$ cat src/rtl/ms_timer_pkg.sv
// Shared control encodings and prescaler divide helpers for ms_timer_counter.
package ms_timer_pkg;

  localparam logic [1:0] CTRL_CLEAR = 2'b00;
  localparam logic [1:0] CTRL_HOLD  = 2'b01;
  localparam logic [1:0] CTRL_RUN   = 2'b10;

  function automatic int unsigned calc_div(input int unsigned clk_hz, input int unsigned tick_hz);
    return clk_hz / tick_hz;
  endfunction

  // Elaboration guard: the tick period must be an exact, non-trivial number of clocks.
  function automatic bit div_ok(input int unsigned clk_hz, input int unsigned tick_hz);
    return (tick_hz != 0) && (clk_hz % tick_hz == 0) && (clk_hz / tick_hz >= 2);
  endfunction

endpackage

$ cat src/rtl/tick_prescaler.sv
// Divides clk_50M by DIV while enabled; wrap flags the last prescaler cycle and tick is its
// registered one-cycle echo.
module tick_prescaler #(
  parameter int unsigned DIV = 2
) (
  input  logic clk_50M,
  input  logic rst,
  input  logic clr,
  input  logic en,
  output logic wrap,
  output logic tick
);

  localparam int unsigned PW = $clog2(DIV);
  localparam logic [PW-1:0] Last = PW'(DIV - 1);

  logic [PW-1:0] pre_q, pre_d;
  logic          tick_q, tick_d;

  always_comb begin
    pre_d  = pre_q;
    tick_d = 1'b0;
    wrap   = en && (pre_q == Last);
    if (clr) begin
      pre_d = '0;
    end else if (en) begin
      pre_d  = wrap ? '0 : pre_q + 1'b1;
      tick_d = wrap;
    end
  end

  always_ff @(posedge clk_50M or posedge rst) begin
    if (rst) begin
      pre_q  <= '0;
      tick_q <= 1'b0;
    end else begin
      pre_q  <= pre_d;
      tick_q <= tick_d;
    end
  end

  assign tick = tick_q;

endmodule

$ cat src/rtl/ms_timer_counter.sv
// Saturating elapsed-tick counter with lap capture. Define MS_TIMER_BCD_OUT_EN to add a BCD
// mirror of the count on bcd_out.
module ms_timer_counter
  import ms_timer_pkg::*;
#(
  parameter int unsigned CLK_HZ  = 50_000_000,
  parameter int unsigned TICK_HZ = 1000,
  parameter int unsigned CNT_W   = 10,
  parameter int unsigned CNT_MAX = 999
`ifdef MS_TIMER_BCD_OUT_EN
  ,
  parameter int unsigned BCD_DIGITS = 3
`endif
) (
  input  logic             clk_50M,
  input  logic             rst,
  input  logic [1:0]       ctrl_flag,
  input  logic             capture,
  output logic [CNT_W-1:0] cnt_out,
  output logic [CNT_W-1:0] cap_out,
  output logic             cap_valid,
  output logic             sat,
  output logic             tick
`ifdef MS_TIMER_BCD_OUT_EN
  ,
  output logic [4*BCD_DIGITS-1:0] bcd_out
`endif
);

  localparam int unsigned DIV = calc_div(CLK_HZ, TICK_HZ);
  localparam logic [CNT_W-1:0] CntMax = CNT_W'(CNT_MAX);

  if (!div_ok(CLK_HZ, TICK_HZ)) begin : g_bad_div
    $error("ms_timer_counter: CLK_HZ/TICK_HZ must divide exactly with DIV >= 2");
  end

  logic clr, run, wrap, inc;
  logic [CNT_W-1:0] cnt_q, cnt_d, cap_q, cap_d;
  logic             capv_q, capv_d, sat_q, sat_d;

  assign clr = (ctrl_flag == CTRL_CLEAR);
  assign run = (ctrl_flag == CTRL_RUN);
  assign inc = wrap && (cnt_q < CntMax);

  tick_prescaler #(
    .DIV(DIV)
  ) u_prescaler (
    .clk_50M(clk_50M),
    .rst    (rst),
    .clr    (clr),
    .en     (run),
    .wrap   (wrap),
    .tick   (tick)
  );

  always_comb begin
    cnt_d  = cnt_q;
    cap_d  = cap_q;
    capv_d = capv_q;
    if (clr) begin
      cnt_d  = '0;
      cap_d  = '0;
      capv_d = 1'b0;
    end else begin
      // Capture sees the pre-edge count, even when a tick lands on the same edge.
      if (capture) begin
        cap_d  = cnt_q;
        capv_d = 1'b1;
      end
      if (inc) cnt_d = cnt_q + 1'b1;
    end
    sat_d = (cnt_d == CntMax);
  end

  always_ff @(posedge clk_50M or posedge rst) begin
    if (rst) begin
      cnt_q  <= '0;
      cap_q  <= '0;
      capv_q <= 1'b0;
      sat_q  <= 1'b0;
    end else begin
      cnt_q  <= cnt_d;
      cap_q  <= cap_d;
      capv_q <= capv_d;
      sat_q  <= sat_d;
    end
  end

  assign cnt_out   = cnt_q;
  assign cap_out   = cap_q;
  assign cap_valid = capv_q;
  assign sat       = sat_q;

`ifdef MS_TIMER_BCD_OUT_EN
  logic [4*BCD_DIGITS-1:0] bcd_q, bcd_d;
  logic                    carry;
  logic [3:0]              dig;

  // Ripple a +1 through the digits; follows inc so it freezes with the binary count.
  always_comb begin
    bcd_d = bcd_q;
    carry = 1'b0;
    dig   = '0;
    if (clr) begin
      bcd_d = '0;
    end else if (inc) begin
      carry = 1'b1;
      for (int unsigned i = 0; i < BCD_DIGITS; i++) begin
        dig = bcd_q[4*i +: 4];
        if (carry) begin
          if (dig == 4'd9) begin
            bcd_d[4*i +: 4] = 4'd0;
          end else begin
            bcd_d[4*i +: 4] = dig + 4'd1;
            carry           = 1'b0;
          end
        end
      end
    end
  end

  always_ff @(posedge clk_50M or posedge rst) begin
    if (rst) bcd_q <= '0;
    else     bcd_q <= bcd_d;
  end

  assign bcd_out = bcd_q;
`endif

endmodule

$ cat config.mk
export PLATFORM = sky130hd
export DESIGN_NAME = ms_timer_counter
export DESIGN_NICKNAME = d
export VERILOG_FILES = /design/src/rtl/ms_timer_pkg.sv /design/src/rtl/tick_prescaler.sv /design/src/rtl/ms_timer_counter.sv
export SDC_FILE = /design/constraint.sdc
export NUM_CORES = 1
export LEC_CHECK = 0
export BUFFER_PORTS_ARGS = -buffer_cell sky130_fd_sc_hd__buf_2
export CORE_ASPECT_RATIO = 1.2
export CORE_MARGIN = 2
export CORE_UTILIZATION = 60
export DETAILED_ROUTE_END_ITERATION = 6
export GPL_ROUTABILITY_DRIVEN = 0
export PLACE_DENSITY = 0.86
export SLEW_MARGIN = 20
export SYNTH_ARGS = -nofsm -noshare
export SYNTH_HDL_FRONTEND = slang
export SYNTH_SLANG_ARGS = --single-unit
$ cat constraint.sdc
create_clock -name clk_50M -period 2.8 [get_ports clk_50M]
set_input_delay 0.14 -clock clk_50M [delete_from_list [all_inputs] [get_ports clk_50M]]
set_output_delay 0.14 -clock clk_50M [all_outputs]
set_load 0.05 [all_outputs]
# --- Word-level counts from Yosys, hierarchy flattened ---
# Index checks and enable logic that the tools add are counted.
# Widths: inputs -> output; s select.
word_totals:
  out_inout_bits: 23
  reg_bits: 39
classes:
  reduce_logical: 5
  n_mux: 11
  add_sub_neg: 2
  n_lt_le_gt_ge: 1
  eq_ne: 3
op_table:
  columns: ["cell", "count"]
  rows:
  - ["$mux 16", 3]
  - ["$mux 10", 4]
  - ["$add 16x1->16 const B", 1]
  - ["$eq 16x16->1 const B", 1]
  - ["$add 10x1->10 const B", 1]
  - ["$eq 10x10->1 const B", 1]
  - ["$lt 10x10->1 const B", 1]
  - ["$mux 1", 4]
  - ["$reduce_bool 2->1", 2]
  - ["$eq 2x2->1 const B", 1]
  - ["$logic_and 1x1->1", 2]
  - ["$logic_not 2->1", 1]

# --- Depth between registers and ports, before layout ---
logic_depth:
  ltp_word: 6
  depth_mapped: 8
  depth_no_buf: 7

# --- Cells and area by module ---
# A second synthesis with hierarchy kept.
hier_totals:
  cells_unflattened: 196
  hier_area_um2: 2010.7
by_module_without_submodules:
  columns: ["mod", "area_per_inst_um2", "cells_each", "instances"]
  rows:
  - ["ms_timer_counter", 1114.8, 104, 1]
  - ["tick_prescaler", 895.9, 92, 1]

# --- Worst setup path before layout ---
# OpenSTA, ideal clock, no wires.
synth_path:
  path_kind: "register to register"
  start: "reg cnt_q[1] (netlist: cnt_out[1])"
  end: "reg sat_q (netlist: sat)"
  required_ns: 2.713
  path_stages_with_launch: 8
  arrival_time_ns: 2.116
  setup_ns: 0.087
  path_slack_ns: 0.597
  path_cell_list: "dfrtp_1 > ha_1 > nand3_1 > a211o_1 > o21a_2 > nor4_2 > nand4b_1 > a211oi_2"
synth_between:
  elab_chain_len: 5
  elab_cells_between_ends: 6
  classes_between: "1 x add/sub; 1 x order compare; 1 x eq/ne; 2 x mux; 1 x reduce/logical"
synth_lines:
  columns: ["item", "line", "text"]
  rows:
  - ["start, declared", "ms_timer_counter.sv:38", "logic [CNT_W-1:0] cnt_q, cnt_d, cap_q, cap_d;"]
  - ["start signal, assigned", "ms_timer_counter.sv:82", "cnt_q <= cnt_d;"]
  - ["$lt 10x10->1", "ms_timer_counter.sv:43", "assign inc = wrap && (cnt_q < CntMax);"]
  - ["$logic_and 1x1->1", "ms_timer_counter.sv:43", null]
  - ["$mux 10 (*)", "ms_timer_counter.sv:70", "if (inc) cnt_d = cnt_q + 1'b1;"]
  - ["$mux 10 (*)", "ms_timer_counter.sv:60", "if (clr) begin"]
  - ["$eq 10x10->1 (*)", "ms_timer_counter.sv:72", "sat_d = (cnt_d == CntMax);"]
  - ["via sat_d", "ms_timer_counter.sv:39", "logic capv_q, capv_d, sat_q, sat_d;"]
  - ["end signal, assigned", "ms_timer_counter.sv:85", "sat_q <= sat_d;"]
  - ["end, declared", "ms_timer_counter.sv:39", null]
# The timed path passes the listed nets; every way through them passes the cells marked *.
# A chain may end at the register's enable or synchronous reset.

# --- Worst setup path in the final report ---
layout_path:
  start: "reg cnt_q[0] (netlist: cnt_out[0])"
  end: "reg sat_q (netlist: sat)"
# The elaborated chain is that of the path after synthesis.

==> flow_summary.yaml <==
run_status:
  status: "finished, final reports clean"
synthesis:
  netlist_area_um2: 2060
  seq_area_frac_synth_pct: 47.4
  yosysWarnings: 0
  synth_edf_count: 0
  yosysTopAreaCellShare_pct: 47.4
  ys_ff_latch: 39
  syn-num-nets: 223
  synth_area_per_cell_um2: 9.54
  synth_area_leader_cell: "dfrtp_1"
  synth.distinct_cells: 48
  synth_ff_type: "dfrtp_1"
  async_flop_share_pct: 100
  syn_inst: 216
  synthTopCellsByArea: "dfrtp_1 (47%), mux2i_1 (6.3%), o21ai_0 (5.8%), nor2_1 (5.8%), nand2_1 (4.0%)"
floorplan:
  rows: 23
  core_area_um2: 3310
  start_util_pct: 62.3
  die_y_um: 68.2
  die-area_um2: 3920
  die_w_um: 57.5
  pin_count: 28
clocking:
  cts-hold-fix-buffers: 0
  cts_resized: 0
  cts_made_buffers: 5
  cts_sinks: 39
  clkLatencyLatePin_ns: 0.30
  cts_tree: "yes"
  root_buffer: "clkbuf_8"
  htreeDepth: 2
  clkTransAtPathRegs_ns: 0.08
  cts_max_path_buffers: 2
  postCtsSetupBuffers: 0
timing:
  setup-violations-final: 0
  fmax_mhz: 479
  setup_ws_ns: 0.710
  period_needed_ns: 2.09
  rsz0062_at_grt: "false"
  finalCritPeriodShare_pct: 74.6
  hold_viol_final: 0
  skew_ns: 0.00951
  finalMaxSlewViolations: 0
  tns_ns: 0
  tightestPinTransition_ns: 0.885
  max-slew-margin-rel_pct: 40.9
grt:
  grt_pass1_wl_um: 7570
  grt-ovfl-total: 0
  grt_max_degree: 25
  grt_use_total_pct: 25.6
  antenna_found_initial: 0
  grt_pass1_vias: 1605
power_and_ir_drop:
  power_density_nw_per_um2: 504
  p_leak_nw: 1.13
  totalPowerFinal_mw: 1.19
  vdd_drop_max_mv: 0.493
finish:
  area.growth.synth_to_final_pct: 14.8
  n_antenna_cell: 0
  fin_util_pct: 71.5
  final_common_cell: "dfrtp_1"
  layout.nets: 252
  layout_common_cells: "dfrtp_1 (39), nor2_1 (32), buf_2 (27), o21ai_0 (24), nand2_1 (22)"
  drive_gt1_share_pct: 19.1
route:
  drc_errors: 0
  postRouteWirelength_um: 4380
  wl_per_cell_um: 15.5
  vias: 1684
  dr.pass1.iters: 4
  vias_per_cell: 5.95
  ant_nets: 0
  drt-initial-drc-count: 110
setup_path:
  crit_type: "flip-flop to flip-flop"
  cp-end-kind: "flip-flop"
  cp_max_fo: 6
  worstPathRequired_ns: 3.01
  arrival_ns: 2.30
  critPathLaunchType: "flip-flop"
placement:
  dp_hpwl_um: 3040
  pre_cts_slack_ns: 0.744
  port_buffers: 27
worst_hold_path:
  min-delay-path-class: "input port to asynchronous set/reset pin"
run:
  maxCapViolCount: 0
[stage by stage]
stage | area, um^2 | instances | hold slack, ns
5_1_grt | 2370 | 283 | 0.0872
3_5_place_dp | 2230 | 275 | 0.356
3_3_place_gp | 2230 | 275 | 0.352
6_report | 2370 | 283 | 0.0165
2_1_floorplan | 2060 | 216 | 0.288
4_1_cts | 2370 | 283 | 0.0345
[path summary, 6_finish.rpt]
kind	from	end	slack (ns)	depth (start not counted)
setup reg to reg	cnt_out[0]	sat	0.71	7
setup / recovery	cnt_out[0]	sat	0.71	7
hold / removal	rst	u_prescaler.pre_q[1]	0.02	2
max in group asynchronous	rst	cnt_out[5]	2.01	3
hold reg to reg	cap_valid	cap_valid	0.50	2
min in group clk_50M	ctrl_flag[1]	cnt_out[4]	0.19	2
[area by class of cell]
cell class / count / area [um^2]
Multi-Input combinational cell: 167 / 1050
Sequential cell: 39 / 976
Fill cell: 254 / 943
Timing Repair Buffer: 30 / 158
Clock buffer: 6 / 72.6
Clock inverter: 2 / 60.1
Tap cell: 37 / 46.3
Inverter: 2 / 7.51
[sequential cells by signal, indices dropped and copies added, names as in the netlist]
| signal | flops |
|---|---|
| cap_out | 10 |
| u_prescaler.pre_q | 16 |
| cap_valid | 1 |
| u_prescaler.tick | 1 |
| cnt_out | 10 |
| sat | 1 |
[cell usage after synthesis (2+ instances only)]
cell      number
and2_1         2
dfrtp_1       39
o31ai_1        2
and4bb_1       2
nor4_1         3
nand3_1        8
and3_1         2
nor2_1        32
xnor2_1        3
xor2_1         4
nor2b_1        5
and4_1         2
mux2i_1       13
nand2b_1       2
ha_1           2
clkbuf_1       6
a21oi_1        2
o21ai_1        2
inv_1          2
nor3_1         6
nand2_1       22
nand4_1        6
o21ai_0       24
[metal layers]
layer / vias up / track usage [%] / wire length (um)
met5: - / 0 / 0
met4: 0 / 10.8 / 68
met3: 7 / 6.24 / 155
met2: 38 / 43.6 / 2250
met1: 808 / 30.9 / 1900
li1: 831 / - / -
[report_power, final]
part	internal (mW)	switching, mW
Clock	0.356	0.199
Sequential	0.569	0.00532
Combinational	0.0176	0.0458
Total	0.943	0.250
[critical path, stage by stage, from the launching register on]
cell and delay [ns]:
dfrtp_1 0.44, ha_1 0.28, a211oi_1 0.31, nor3_1 0.15
nor3_4 0.26, xor2_1 0.21, nand4b_1 0.13, a211oi_2 0.20
[kinds of logic after synthesis]
group	Yosys count	synth area share, %
AND/OR/NAND/NOR	105	28.6
AO/OA/AOI/OAI	40	11.7
flip-flops	39	47.4
multiplexers	13	6.31
buffers and inverters	10	1.88
XOR/XNOR	7	2.98
adder cells (fa/ha/maj)	2	1.21
Power figures use the tool's default switching activity.
